## config.mk

```make
export PLATFORM = sky130hd
export DESIGN_NAME = max_pool_2_bram_reader
export DESIGN_NICKNAME = d
export VERILOG_FILES = /design/src/rtl/max_pool_2_pkg.sv /design/src/rtl/bram_rd_fifo.sv /design/src/rtl/max_pool_2_bram_reader.sv
export SDC_FILE = /design/constraint.sdc
export NUM_CORES = 1
export LEC_CHECK = 0
export CAP_MARGIN = 5
export CELL_PAD_IN_SITES_DETAIL_PLACEMENT = 1
export CELL_PAD_IN_SITES_GLOBAL_PLACEMENT = 2
export CORE_MARGIN = 2
export CORE_UTILIZATION = 33
export DETAILED_ROUTE_END_ITERATION = 10
export GPL_ROUTABILITY_DRIVEN = 0
export GPL_TIMING_DRIVEN = 0
export HOLD_SLACK_MARGIN = 0.02
export PLACE_DENSITY = 0.9
export SYNTH_ARGS = -nofsm -noshare
export SYNTH_HDL_FRONTEND = slang
export SYNTH_SLANG_ARGS = --single-unit
```

## constraint.sdc

```tcl
create_clock -name clk -period 3.6 [get_ports clk]
set_clock_uncertainty 0.1 [all_clocks]
set_input_delay 0.9 -clock clk [delete_from_list [all_inputs] [get_ports clk]]
set_output_delay 0.9 -clock clk [all_outputs]
set_load 0.01 [all_outputs]
```

## src/rtl/max_pool_2_pkg.sv

```systemverilog
// Shared types and constants for the max-pool-2 output buffer read path.
// Imported by the BRAM reader and its skid FIFO.
package max_pool_2_pkg;

    typedef enum logic [1:0] {
        IDLE,
        ISSUE,
        DRAIN,
        DONE
    } state_e;

    localparam int BRAM_DATA_W = 32;
    localparam int BRAM_ADDR_W = 32;
    localparam int WORD_BYTES  = 4;

endpackage

```

## src/rtl/bram_rd_fifo.sv

```systemverilog
// Small synchronous FIFO that absorbs BRAM read latency in front of
// the output stream. Handles non-power-of-two depths.
module bram_rd_fifo #(
    parameter int  DATA_W = 32,
    parameter int  DEPTH  = 3,
    localparam int PTR_W  = (DEPTH > 1) ? $clog2(DEPTH) : 1,
    localparam int CNT_W  = $clog2(DEPTH + 1)
) (
    input  logic              clk,
    input  logic              rst_n,
    input  logic              push,
    input  logic [DATA_W-1:0] push_data,
    input  logic              pop,
    output logic [DATA_W-1:0] head,
    output logic              empty,
    output logic [CNT_W-1:0]  count
);

    logic [DATA_W-1:0] mem_q [DEPTH];
    logic [PTR_W-1:0]  wr_ptr_q, wr_ptr_d;
    logic [PTR_W-1:0]  rd_ptr_q, rd_ptr_d;
    logic [CNT_W-1:0]  count_q, count_d;
    logic              do_push, do_pop;

    function automatic logic [PTR_W-1:0] next_ptr(input logic [PTR_W-1:0] p);
        return (p == PTR_W'(DEPTH - 1)) ? '0 : p + 1'b1;
    endfunction

    assign do_push = push && (count_q != CNT_W'(DEPTH));
    assign do_pop  = pop && (count_q != '0);
    assign head    = mem_q[rd_ptr_q];
    assign empty   = (count_q == '0);
    assign count   = count_q;

    always_comb begin
        wr_ptr_d = wr_ptr_q;
        rd_ptr_d = rd_ptr_q;
        count_d  = count_q;
        if (do_push) wr_ptr_d = next_ptr(wr_ptr_q);
        if (do_pop)  rd_ptr_d = next_ptr(rd_ptr_q);
        case ({do_push, do_pop})
            2'b10:   count_d = count_q + 1'b1;
            2'b01:   count_d = count_q - 1'b1;
            default: count_d = count_q;
        endcase
    end

    always_ff @(posedge clk or negedge rst_n) begin
        if (!rst_n) begin
            wr_ptr_q <= '0;
            rd_ptr_q <= '0;
            count_q  <= '0;
            for (int i = 0; i < DEPTH; i++) mem_q[i] <= '0;
        end else begin
            wr_ptr_q <= wr_ptr_d;
            rd_ptr_q <= rd_ptr_d;
            count_q  <= count_d;
            if (do_push) mem_q[wr_ptr_q] <= push_data;
        end
    end

endmodule

```

## src/rtl/max_pool_2_bram_reader.sv

```systemverilog
// Sequential BRAM read master streaming max-pool-2 output words to Conv2D_2.
// Reads are credit-limited so the skid FIFO can never overflow.
module max_pool_2_bram_reader
    import max_pool_2_pkg::*;
#(
    parameter int RD_LAT     = 1,
    parameter int FIFO_DEPTH = RD_LAT + 2,
    parameter int CNT_W      = 16
) (
    input  logic                   clk,
    input  logic                   rst_n,
    input  logic                   start,
    input  logic [BRAM_ADDR_W-1:0] base_addr,
    input  logic [CNT_W-1:0]       num_words,
    output logic                   busy,
    output logic                   done,
    output logic [BRAM_ADDR_W-1:0] bram_addr,
    output logic                   bram_en,
    output logic [WORD_BYTES-1:0]  bram_we,
    output logic [BRAM_DATA_W-1:0] bram_din,
    input  logic [BRAM_DATA_W-1:0] bram_dout,
    output logic                   m_valid,
    input  logic                   m_ready,
    output logic [BRAM_DATA_W-1:0] m_data,
    output logic                   m_last
);

    localparam int OCC_W = $clog2(FIFO_DEPTH + 1);

    state_e                 state_q, state_d;
    logic [BRAM_ADDR_W-1:0] addr_q, addr_d;
    logic [BRAM_ADDR_W-1:0] hold_q, hold_d;
    logic [CNT_W-1:0]       issue_left_q, issue_left_d;
    logic [CNT_W-1:0]       pop_left_q, pop_left_d;
    logic [OCC_W-1:0]       outst_q, outst_d;
    logic [RD_LAT-1:0]      rd_pipe_q, rd_pipe_d;

    logic [OCC_W-1:0]       fifo_count;
    logic [OCC_W:0]         occ_sum;
    logic                   fifo_empty;
    logic                   credit_ok;
    logic                   rd_en;
    logic                   push;
    logic                   hs;

    // Occupancy counts both in-flight reads and buffered words.
    assign occ_sum   = {1'b0, outst_q} + {1'b0, fifo_count};
    assign credit_ok = occ_sum < (OCC_W + 1)'(FIFO_DEPTH);
    assign rd_en     = (state_q == ISSUE) && (issue_left_q != '0) && credit_ok;
    assign push      = rd_pipe_q[RD_LAT-1];
    assign hs        = m_valid && m_ready;

    assign busy      = (state_q == ISSUE) || (state_q == DRAIN);
    assign done      = (state_q == DONE);
    assign bram_en   = rd_en;
    assign bram_addr = rd_en ? addr_q : hold_q;
    assign bram_we   = '0;
    assign bram_din  = '0;
    assign m_valid   = !fifo_empty;
    assign m_last    = m_valid && (pop_left_q == CNT_W'(1));

    always_comb begin
        state_d      = state_q;
        addr_d       = addr_q;
        hold_d       = hold_q;
        issue_left_d = issue_left_q;
        pop_left_d   = pop_left_q;
        outst_d      = outst_q;
        rd_pipe_d    = rd_pipe_q << 1;
        rd_pipe_d[0] = rd_en;

        if (rd_en) begin
            addr_d       = addr_q + BRAM_ADDR_W'(WORD_BYTES);
            hold_d       = addr_q;
            issue_left_d = issue_left_q - 1'b1;
        end
        if (hs) pop_left_d = pop_left_q - 1'b1;

        case ({rd_en, push})
            2'b10:   outst_d = outst_q + 1'b1;
            2'b01:   outst_d = outst_q - 1'b1;
            default: outst_d = outst_q;
        endcase

        unique case (state_q)
            IDLE: begin
                if (start) begin
                    if (num_words != '0) begin
                        state_d      = ISSUE;
                        addr_d       = {base_addr[BRAM_ADDR_W-1:2], 2'b00};
                        issue_left_d = num_words;
                        pop_left_d   = num_words;
                    end else begin
                        state_d = DONE;
                    end
                end
            end
            ISSUE: if (issue_left_d == '0) state_d = DRAIN;
            DRAIN: if (hs && pop_left_q == CNT_W'(1)) state_d = DONE;
            DONE:  state_d = IDLE;
        endcase
    end

    always_ff @(posedge clk or negedge rst_n) begin
        if (!rst_n) begin
            state_q      <= IDLE;
            addr_q       <= '0;
            hold_q       <= '0;
            issue_left_q <= '0;
            pop_left_q   <= '0;
            outst_q      <= '0;
            rd_pipe_q    <= '0;
        end else begin
            state_q      <= state_d;
            addr_q       <= addr_d;
            hold_q       <= hold_d;
            issue_left_q <= issue_left_d;
            pop_left_q   <= pop_left_d;
            outst_q      <= outst_d;
            rd_pipe_q    <= rd_pipe_d;
        end
    end

    bram_rd_fifo #(
        .DATA_W (BRAM_DATA_W),
        .DEPTH  (FIFO_DEPTH)
    ) u_fifo (
        .clk       (clk),
        .rst_n     (rst_n),
        .push      (push),
        .push_data (bram_dout),
        .pop       (hs),
        .head      (m_data),
        .empty     (fifo_empty),
        .count     (fifo_count)
    );

endmodule

```

==> metrics, run 1 <==
status=finished with violations; violated checks=negative setup slack; Setup-failing EPs final=30; WL met1=12.4 mm; First-pass DRT Iterations=4; first-pass GRT wire length=46.8 mm; DRT iter0 DRCs=345; Net Sw Frac=36.9%; top post-synthesis cells by area=dfrtp_1 51%, mux2_2 11%, nand2_1 6.9%; DRT Wirelength=29.4 mm; die height=177 µm; Netlist Area Pre-Place=9880 µm²; vias in the first global route=8714; DRT antenna net count=0; static leakage=5.91 nW; share of the yosys chip area belonging to registers=around half; Critical Path RT=2600 ps; fin crit share=102%; Crit. End Element=output port; max-cap violation count=0; highest metal used=met4; number of flops mapped to enable cells by yosys=0; top cell type by total area after synthesis=dfrtp_1; power share of the combinational group=51.9%; vias=7943; crit start category=flip-flop; row count=63; Finished Layout Cells=about 1600; NumNets Final=1330; WL met3=1.50 mm; clk buf depth=3; WL/cell=17.9 µm; switching power total=slightly above 5 mW; clock latency on the worst-skew pair=520 ps; CTS tree=built; Chip Width=177 µm; Synth Flop Type=dfrtp_1; core area=between 20000 and 30000 µm²; Worst path most repeated cell=nand2_2; Tmin final=3680 ps; slew margin rel.=44.0%; Slew @ Worst Pin=834 ps; placed inst area=12000 µm²; Initial Utilization=between 30% and 40%; unrepaired setup endpoints after global routing=yes; design area=about 14000 µm²; Post-Syn Instances=between 900 and 1000; FF-to-FF setup slack=about 50 ps; setup ws final=-75.9 ps; final hold violation count=0; drt drc=0; Internal Pwr Total=8.67 mW; syn avg cell area=10.3 µm²; max-slew violations=0; flops & latches, synth=201; clock-pin slew on the worst setup and hold paths=60 ps; GRT Overall Usage=18.7%; Cell Count Post-Placement=1532; start of the worst register-to-register path=u_fifo.count[0]; Yosys cell types=52; VDD IR max=around 0.58 mV; Worst setup startpoint=u_fifo.count[0]; detailed-placement wirelength estimate=19.5 mm; area delta synth->final=40.6%; Hold Path Class=input port to asynchronous set/reset pin; FMAX=0.272 GHz; PwrDens=between 900 and 1000 nW/µm²; sequential power share=30.8%; largest net degree at the start of global routing=about 110; CTS H-tree lvls=1; CP max FO=6; die area=31300 µm²; Via density=roughly 4.8; Post-synth ARST share=100%; Critical Path AT=2680 ps; post-synth top area share=50.9%; Slowest-stage cell, CP=fa_2; Port Buffers=150; CP cell instances=ha_4 > fa_2 > nand2_4 > and2_4 > nand2_8 > clkinvlp_4 > buf_12 > buf_8 > nand2_2 > nand2_2 > buf_6; met2 WL=15.0 mm; TritonCTS Buffers=24; clock share of power=17.3%; DP Worst Slack=-1380 ps; gr ovfl total=0; IO Count=189; Setup CP Type=flip-flop to output port; Root Buffer Master=clkbuf_16; Sink Count=201; Ys Warns=0; fillers=3236; ratio of cells with drive above 1 in the final layout=a little under a third; CP peak stage delay=550 ps; initial antenna violation count=0; n_diodes=0
==> critical path, delay by kind of cell, from the launching register on <==
kind	cells	cell delay, ps
buffers and inverters	4	530
adder cells (fa/ha/maj)	2	710
flip-flops	1	430
AND/OR/NAND/NOR	5	470
==> cell usage in the layout (no fill, tap or decap), drive strengths merged, types with 5 or more instances in the layout <==
cell type	netlist	final
dfrtp	201	201
nand2	182	182
buf	46	156
clkdlybuf4s50	0	115
mux2	96	96
clkbuf	39	69
o21ai	67	67
nor2	47	47
xnor2	36	36
conb	1	36
mux2i	34	34
a21oi	31	31
xor2	26	26
nor4	18	18
nand3	15	15
nor3	15	15
inv	14	13
ha	11	11
nand4	10	10
or4	10	10
and3	7	7
nand2b	6	6
a31oi	5	5
o31ai	5	5
==> cells in the mapped netlist (all sizes together), types with 2 or more instances <==
cell    instances
a21o            2
a21oi          31
a31oi           5
and2            3
and3            7
and4            3
buf            46
clkbuf         39
dfrtp         201
ha             11
inv            14
mux2           96
mux2i          34
nand2         182
nand2b          6
nand3          15
nand3b          2
nand4          10
nor2           47
nor2b           3
nor3           15
nor3b           2
nor4           18
o21ai          67
o31a            2
o31ai           5
or2             3
or3             3
or4            10
xnor2          36
xor2           26
==> cell type report <==
| type | instances | area (µm²) | area share [%] |
|---|---|---|---|
| sequential | 201 | 5030 | 36.2 |
| multi-input combinational | 691 | 4790 | 34.4 |
| timing repair buffer | 219 | 2160 | 15.6 |
| clock buffer | 38 | 723 | 5.21 |
| buffer | 83 | 584 | 4.21 |
| tap | 390 | 488 | 3.51 |
| clock inverter | 4 | 58.8 | 0.423 |
| inverter | 14 | 56.3 | 0.405 |
==> state kept, by name, summed over array words and instances (netlist names) <==
signal	flops
state_q	2
push	1
pop_left_q	16
u_fifo.rd_ptr_q	2
hold_q	32
u_fifo.count	2
u_fifo.mem_q	96
issue_left_q	16
u_fifo.wr_ptr_q	2
outst_q	2
addr_q	30
==> through the flow <==
step	hold WS (ps)	util, %	power [mW]	TNS, ps
global route	335	47.0	14.7	-4570
global placement	357	40.6	9.30	-1455870
CTS	315	46.1	13.4	-5600
finish	287	47.0	13.7	-1330
detailed placement	363	40.7	9.54	-41040
floorplan	379	-	7.05	0
==> layer usage <==
metal / track usage [%] / vias to the layer above
met5: 0 / -
met4: 3.03 / 0
met3: 3.33 / 29
met2: 33.8 / 178
met1: 23.5 / 3975
li1: - / 3761
==> repair_timing <==
action / CTS / global route
pin swaps: 25 / 12
hold buffers: 0 / 0
buffers inserted: 50 / 14
gates cloned: 3 / 1
endpoints found under the setup margin: 74 / 58
resized for setup: 298 / 42
==> worst paths after layout <==
kind | end | cells past startpoint
worst max register to register | hold_q[6] | 22
worst max-delay path | bram_addr[2] | 11
worst min register to register | hold_q[24] | 2
worst min-delay path | u_fifo.mem_q[59] | 1
min in group clk | hold_q[24] | 2
max in group asynchronous | addr_q[20] | 2
==> cells by family after synthesis <==
family,synth area share (%)
compound gates,6.67
other cells,0.0379
fa+ha+maj,1.60
simple gates,15.7
xor+xnor,5.50
flops,50.9
buf+inv,5.25
mux,14.4
==> power groups by stage <==
stage               Clock [mW]  Sequential (mW)  Combinational [mW]
floorplan                    0             3.96                3.10
global placement             0             4.12                5.19
detailed placement           0             4.19                5.35
CTS                       2.45             4.20                6.72
global route              2.55             4.39                7.74
finish                    2.38             4.23                7.12
Note: power is estimated with default switching activity, not from simulation.
==> run 2: changes to the inputs <==
- CORE_MARGIN: 2 -> not set
==> run 2 against run 1 <==
  * Global-route usage up 0.60 points
  * Largest cell class unchanged
  * Die area down 2.2%
  * Worst hold slack worse by 98 ps
  * Highest routed layer unchanged
  * Core utilization up 1.6 points
  * The run still ends with negative setup slack left
  * Fmax down 2.9%
  * Via count up 0.45%
  * Total power up 2.1%
==> metrics, run 2 (synthesized netlist as in run 1, its figures left out) <==
DRT iter0 DRCs=315; DRT antenna net count=0; crit start category=flip-flop; CP bufs+invs=5; gr ovfl total=0; DRT Wirelength=between 20 and 30 mm; First-pass DRT Iterations=6; die height=175 µm; FF-to-FF setup slack=120 ps; Worst setup startpoint=u_fifo.count[0]; largest net degree at the start of global routing=82; ratio of cells with drive above 1 in the final layout=30.6%; fin crit share=105%; Slew @ Worst Pin=between 800 and 900 ps; slew margin rel.=between 40% and 50%; most common cell after layout, fill and taps aside=dfrtp_1; Initial Utilization=34.0%; Chip Width=175 µm; final hold violation count=0; max reg flops=96; Setup-failing EPs final=31; top flop regs=u_fifo.mem_q (96), hold_q (32), addr_q (30); most frequent cells in the layout=200 x dfrtp_1, 119 x nand2_1, 115 x clkdlybuf4s50_1, 96 x mux2_2, 88 x buf_4; R2R depth=21; NumNets Final=1337; worst flop-to-flop path endpoint=hold_q[23]; Slowest-stage cell, CP=fa_2; GRT Overall Usage=19.3%; PwrDens=~990 nW/µm²; IO Count=189; Root Buffer Master=clkbuf_16; CTS tree=built; Critical Path RT=2600 ps; CP peak stage delay=550 ps; detailed-placement wirelength estimate=19.4 mm; Tmin final=3790 ps; initial antenna violation count=0; vias in the first global route=8650; Setup CP Type=flip-flop to output port; Levels on crit path=12; clock-pin slew on the worst setup and hold paths=60 ps; max-slew violations=0; clock latency on the worst-skew pair=520 ps; Via density=4.87; FMAX=0.264 GHz; CP max FO=5; start of the worst register-to-register path=u_fifo.count[0]; VDD IR max=0.708 mV; Biggest register=u_fifo.mem_q; final hold slack=189 ps; max-cap violation count=0; status=finished with violations; WL/cell=17.7 µm; Finished Layout Cells=1638; clk buf depth=3; die area=between 30000 and 40000 µm²; area delta synth->final=42.9%; n_diodes=0; Crit. End Element=output port; drt drc=0; static leakage=6.09 nW; CP endpoint=bram_addr[29]; fillers=roughly 3200; unrepaired setup endpoints after global routing=yes; CTS H-tree lvls=1; row count=62; violated checks=negative setup slack; setup ws final=-187 ps; vias=approximately 8000; Critical Path AT=approximately 2800 ps; core area=between 20000 and 30000 µm²; Cell Count Post-Placement=1527; Sink Count=201; Hold Path Class=input port to asynchronous set/reset pin; TritonCTS Buffers=24; # hold bufs at CTS=0; first-pass GRT wire length=47.2 mm; CP cell instances=ha_4 > fa_2 > nand2_4 > and2_4 > nand2_8 > clkinvlp_4 > clkbuf_16 > buf_8 > buf_6 > nand2_2 > nand2_2 > buf_6; footprint of the multi-input gates=roughly 4900 µm²; sequential cell area=5030 µm²; crit-path leading delay family=adder cells; Port Buffers=150
run 2: cell count changes in the layout (fill, tap and decap cells not counted), sizes merged:
cell	before	now
clkinvlp	2	1
clkbuf	69	75
clkinv	2	1
bufinv	1	0
buf	156	157
run 2: layout make-up:
cell class,instances,share of cell area (%)
multi-input cells,691,34.9
clock inverters,1,0.115
repair buffers,228,16.3
flip-flops and latches,201,35.6
well taps,384,3.40
plain buffers,81,4.10
clock buffers,38,5.12
inverters,14,0.399
run 2: worst min path at each step:
stage	start	end	slack [ps]
after global placement	hold_q[31]	hold_q[31]	360
after CTS	rst_n	u_fifo.mem_q[62]	200
final	rst_n	u_fifo.mem_q[62]	190
after detailed placement	hold_q[11]	hold_q[11]	360
after floorplan	u_fifo.mem_q[0]	u_fifo.mem_q[0]	380
after global routing	rst_n	u_fifo.mem_q[62]	210
run 2: power by group:
group	switching, mW	leakage (nW)	internal (mW)
clock network	0.928	0.361	1.36
registers	0.882	2.39	3.39
logic	3.40	3.34	4.05
run 2: timing repair:
action	in CTS	in global routing
endpoints found under the setup margin	63	61
resized for setup	327	42
pin swaps	33	30
buffers inserted	57	20
cloned	3	0
run 2: through the flow:
stage	setup slack, ps	area, µm²	power [mW]	utilization (%)	TNS [ps]
after global routing	-260	14100	14.9	48.6	-4530
after detailed placement	-1250	12100	9.52	41.4	-37830
after floorplan	137	10000	7.05	-	0
final	-187	14100	14.0	48.6	-2460
after global placement	-7080	12000	9.29	41.2	-1456790
after CTS	-269	13900	13.6	47.7	-5020
run 2: per-layer routing:
metal	routed length, µm	GRT usage (%)	part of all wire, %	vias up
met5	0	0	0	-
met4	713	4.78	2.5	0
met3	1140	2.92	3.9	50
met2	14600	33.9	50	178
met1	12600	24.7	43	3994
li1	-	-	-	3757
